--- src/rtl/quesadilla_pkg.sv ---
// Shared fetch/decode definitions: machine width and the fetch-entry record.
package quesadilla_pkg;

  localparam int XLEN = 32;

  typedef struct packed {
    logic [XLEN-1:0] pc;
    logic [XLEN-1:0] instr;
    logic            misalign;
  } fetch_entry_t;

  function automatic logic pc_misaligned(input logic [1:0] pc_lsb);
    return pc_lsb != 2'b00;
  endfunction

endpackage

--- src/rtl/instr_queue.sv ---
// Fetch-to-decode instruction queue: DEPTH-entry circular buffer, registered head, flush on redirect.
module instr_queue import quesadilla_pkg::*; #(
  parameter int DEPTH = 4,
  parameter int XLEN  = quesadilla_pkg::XLEN
) (
  input  logic                     clk,
  input  logic                     rst_n,
  input  logic                     in_valid,
  output logic                     in_ready,
  input  logic [XLEN-1:0]          in_pc,
  input  logic [XLEN-1:0]          in_instr,
  input  logic                     flush,
  output logic                     out_valid,
  input  logic                     out_ready,
  output logic [XLEN-1:0]          out_pc,
  output logic [XLEN-1:0]          out_instr,
  output logic                     out_misalign,
  output logic [$clog2(DEPTH):0]   count
);

  localparam int AW = $clog2(DEPTH);
  localparam int CW = AW + 1;

  fetch_entry_t  mem_q [DEPTH];
  logic [AW-1:0] wr_ptr_q, wr_ptr_d;
  logic [AW-1:0] rd_ptr_q, rd_ptr_d;
  logic [CW-1:0] count_q, count_d;
  logic          push, pop;

  assign in_ready  = (count_q < CW'(DEPTH)) && rst_n;
  assign out_valid = (count_q != '0);
  assign push      = in_valid && in_ready;
  assign pop       = out_valid && out_ready;

  assign out_pc       = mem_q[rd_ptr_q].pc;
  assign out_instr    = mem_q[rd_ptr_q].instr;
  assign out_misalign = mem_q[rd_ptr_q].misalign;
  assign count        = count_q;

  // Power-of-two DEPTH lets the pointers wrap by natural overflow.
  always_comb begin
    wr_ptr_d = wr_ptr_q;
    rd_ptr_d = rd_ptr_q;
    count_d  = count_q;
    if (flush) begin
      wr_ptr_d = '0;
      rd_ptr_d = '0;
      count_d  = '0;
    end else begin
      if (push) wr_ptr_d = wr_ptr_q + 1'b1;
      if (pop)  rd_ptr_d = rd_ptr_q + 1'b1;
      case ({push, pop})
        2'b10:   count_d = count_q + 1'b1;
        2'b01:   count_d = count_q - 1'b1;
        default: count_d = count_q;
      endcase
    end
  end

  always_ff @(posedge clk or negedge rst_n) begin
    if (!rst_n) begin
      wr_ptr_q <= '0;
      rd_ptr_q <= '0;
      count_q  <= '0;
      for (int unsigned i = 0; i < DEPTH; i++) begin
        mem_q[i] <= '0;
      end
    end else begin
      wr_ptr_q <= wr_ptr_d;
      rd_ptr_q <= rd_ptr_d;
      count_q  <= count_d;
      if (push && !flush) begin
        mem_q[wr_ptr_q] <= '{pc: in_pc, instr: in_instr, misalign: pc_misaligned(in_pc[1:0])};
      end
    end
  end

endmodule

--- config.mk ---
export PLATFORM = sky130hd
export DESIGN_NAME = instr_queue
export DESIGN_NICKNAME = d
export VERILOG_FILES = /design/src/rtl/quesadilla_pkg.sv /design/src/rtl/instr_queue.sv
export SDC_FILE = /design/constraint.sdc
export NUM_CORES = 1
export LEC_CHECK = 0
export ABC_AREA = 1
export CAP_MARGIN = 20
export CORE_MARGIN = 10
export CORE_UTILIZATION = 25
export DETAILED_ROUTE_END_ITERATION = 12
export SYNTH_ARGS = -nofsm -noshare
export SYNTH_HDL_FRONTEND = slang
export SYNTH_SLANG_ARGS = --single-unit
--- constraint.sdc ---
create_clock -name clk -period 2.3 [get_ports clk]
set_clock_uncertainty 0.05 [all_clocks]
set_input_delay 0.345 -clock clk [delete_from_list [all_inputs] [get_ports clk]]
set_output_delay 0.345 -clock clk [all_outputs]
set_load 0.05 [all_outputs]
==> summary.md <==
| Metric | Value |
|---|---|
| Outcome | `complete, but fails checks` |
| Failing checks | `setup timing` |
| Netlist Area Pre-Place | `0.01208 mm2` |
| Detailed Routing Iterations Pass 1 | `5` |
| Critical path's slowest cell | `dfrtp_4` |
| PwrDens | `1214 mW/mm2` |
| Non-filler cells in the finished layout | `2089` |
| Max-cap violation count | `0` |
| Req. time, crit path | `1.90 ns` |
| Slew headroom | `46.84%` |
| Drc violations | `0` |
| Crit end category | `output pin` |
| Post-route ant nets | `0` |
| Warnings, synthesis | `0` |
| Maximum clock path buffer count | `3` |
| Post-synth ARST share | `100.0%` |
| Port bufs | `138` |
| GR Util met2 | `20.30%` |
| Initial antenna violation count | `1` |
| Top_reg_cell synth | `dfrtp_1` |
| Crit-path cells | `inv_8 -> buf_12 -> clkbuf_16 -> nor2_1 -> o22ai_2 -> buf_12` |
| Largest net degree at the start of global routing | `131` |
| Fillers | `4724` |
| Footprint of the multi-input gates | `0.005070 mm2` |
| Grt peak-use layer | `met2` |
| RSZ-0062 raised after global routing | `yes` |
| Critical path fanouts, max | `8` |
| Bufs and invs on worst path | `4` |
| Post-route clock period utilization | `104.3%` |
| Nets@finish | `1526` |
| Startpoint types | `register` |
| Vias per inst | `4.744` |
| GPL Wtd Cong | `0.7407` |
| Pins over their slew limit | `0` |
| Synthesized flop and latch total | `267` |
| Fin crit period | `2.400 ns` |
| Site Rows | `80` |
| GRT Resource Usage Total | `12.41%` |
| H-tree levels | `2` |
| M3 GR Usage | `2.965%` |
| Max Fclk | `416.7 MHz` |
| Top post-synthesis cells by area | `dfrtp_1, o21ai_0, nand2_1` |
| Synthesis-to-layout area growth | `39.14%` |
| Clock slew at reported path FFs | `0.06 ns` |
| Final setup violation count | `53` |
| Share of cells above drive strength 1 | `23.88%` |
| Die height | `239.8 um` |
| EDFF count, synth | `0` |
| Critical Path AT | `2.00 ns` |
| Initial core utilization | `25.30%` |
| Sw power | `0.007549 W` |
| Clock share of power | `26.3%` |
| Global-route wire length before repair | `56.48 mm` |
| Syn Area/Cell | `9.082 um2` |
| Sw Ratio | `37.01%` |
| Overflow after GRT | `0` |
| Final TNS setup | `-2.739 ns` |
| Peak per-stage delay on the critical path | `0.56 ns` |
| Internal | `0.01285 W` |
| Hold Vio Cnt, Final | `0` |
| Root Buffer | `clkbuf_16` |
| Vias | `9911` |
| Antenna cells | `0` |
| Final core utilization | `35.20%` |
| Post-synth cell types | `22` |
| Part of the power in registers | `30.5%` |
| Vias in the first global route | `9882` |
| I/O Pins | `139` |
| Comb power frac | `43.2%` |
| Classification of the worst setup path | `reg -> out` |
| Mapped Nets | `1404` |
| Seq/Total Area, Yosys | `55.31%` |
| Synth Instances | `1330` |
| CTS tree | `yes` |
| Cell taking the most area after synthesis | `dfrtp_1` |
| Initial DRC count | `667` |
| Top cell type's share of synthesized area | `55.31%` |
| VDD IR max | `0.6364 mV` |
| Seq. cell area | `0.006686 mm2` |
| Die area | `0.05751 mm2` |
| GR Util met1 | `15.91%` |
| Leak | `7.680 nW` |
| Hold WC Path Type | `in -> reg` |
| WHS | `0.3834 ns` |
| Wire length per cell | `17.93 um` |
| Num CTS Buffers | `34` |
| Post-DP HPWL | `20.32 mm` |
| Cells after DPL | `2012` |
| Core ar. | `0.04775 mm2` |
| Most used cell, CP | `buf_12` |
| CTS sink count | `267` |
| CP top delay family | `buffers and inverters` |
| Final worst setup slack | `-0.09995 ns` |
| Clock Latency Late Sink | `0.53 ns` |
| Die width | `239.8 um` |
| Actual slew at the worst max-slew pin | `0.7973 ns` |
| WL final | `37.45 mm` |
[layer usage]
layer | vias to the layer above | routed length (um)
met1 | 4861 | 16900
met2 | 316 | 17440
li1 | 4689 | -
met4 | 2 | 673
met3 | 43 | 2411
met5 | - | 20
[layout by cell type (no fill, tap or decap), drive strengths merged, types with 2 or more instances in the layout]
cell and n:
nand4 2, dfrtp 267, bufinv 3, clkbuf 54, inv 77, nand3 8, ha 4, clkinv 6
buf 105, a21oi 3, o21ai 395, o22ai 65, nand2 277, clkdlybuf4s50 69, nor2 134
[kinds of logic after synthesis]
kind of cell,after synthesis,synth area share [%]
compound gates,463,22.16
fa+ha+maj,5,0.5801
buf+inv,174,8.256
flops,267,55.31
simple gates,421,13.69
[final timing paths]
kind / startpoint / to / slack [ns] / depth (start not counted)
max: rd_ptr_q[0] / out_pc[30] / -0.1 / 6
min: in_instr[4] / mem_q[200] / 0.38 / 3
max reg2reg: count[2] / mem_q[105] / 0.58 / 7
min reg2reg: mem_q[121] / mem_q[121] / 0.42 / 2
max in group asynchronous: rst_n / mem_q[235] / 0.77 / 4
min in group asynchronous: rst_n / mem_q[199] / 0.48 / 3
[synth_stat cells, types with 2 or more instances]
cell type and instances:
nand2_1 273, dfrtp_1 267, o21ai_0 231, nor2_1 133, o21ai_1 90, inv_1 74
o21ai_2 74, o22ai_1 65, buf_6 44, clkbuf_1 42, buf_2 10, nand3_1 7
ha_1 4, nand2_4 4, a21oi_1 3, inv_2 2, nand4_1 2
[final cells by class]
type	instances	share of cell area (%)
sequential	267	39.78
multi-input combinational	889	30.16
timing repair buffer	184	17.04
clock buffer	47	5.836
tap	615	4.578
inverter	76	1.742
clock inverter	11	0.8561
[tightest hold or removal path: stages]
cell and delay [ns]:
clkdlybuf4s50_1 0.39, inv_1 0.10, o21ai_1 0.08
[state kept, by name, summed over array words and instances (netlist names)]
name and flops:
rd_ptr_q 2, wr_ptr_q 2, mem_q 260, count 3
[stage by stage]
stage | power [W] | worst slack, ns | instance area (um2)
after floorplan | 0.01024 | 0.01406 | 12080
final | 0.02040 | -0.09995 | 16810
after detailed placement | 0.01387 | 0.2710 | 14550
after global routing | 0.02146 | -0.1749 | 16810
after global placement | 0.01377 | 0.2567 | 14550
after CTS | 0.02001 | -0.1360 | 16270
[power by group through the flow]
| stage | combinational, W | sequential, W | clock [W] |
|---|---|---|---|
| detailed placement | 0.00764 | 0.00623 | 0 |
| global placement | 0.00758 | 0.00619 | 0 |
| floorplan | 0.00410 | 0.00614 | 0 |
| global route | 0.00938 | 0.00633 | 0.00575 |
| CTS | 0.00828 | 0.00616 | 0.00557 |
| finish | 0.00881 | 0.00621 | 0.00537 |
[timing repair]
item / 4_1_cts / 5_1_grt
pin swaps: 23 / 36
setup endpoints to repair: 66 / 66
gates cloned: 5 / 9
resized for setup: 87 / 95
buffers inserted: 3 / 1
hold buffers: 1 / 0
hold endpoints to repair: 121 / 0
No activity file was read; power rests on OpenSTA's default activity.
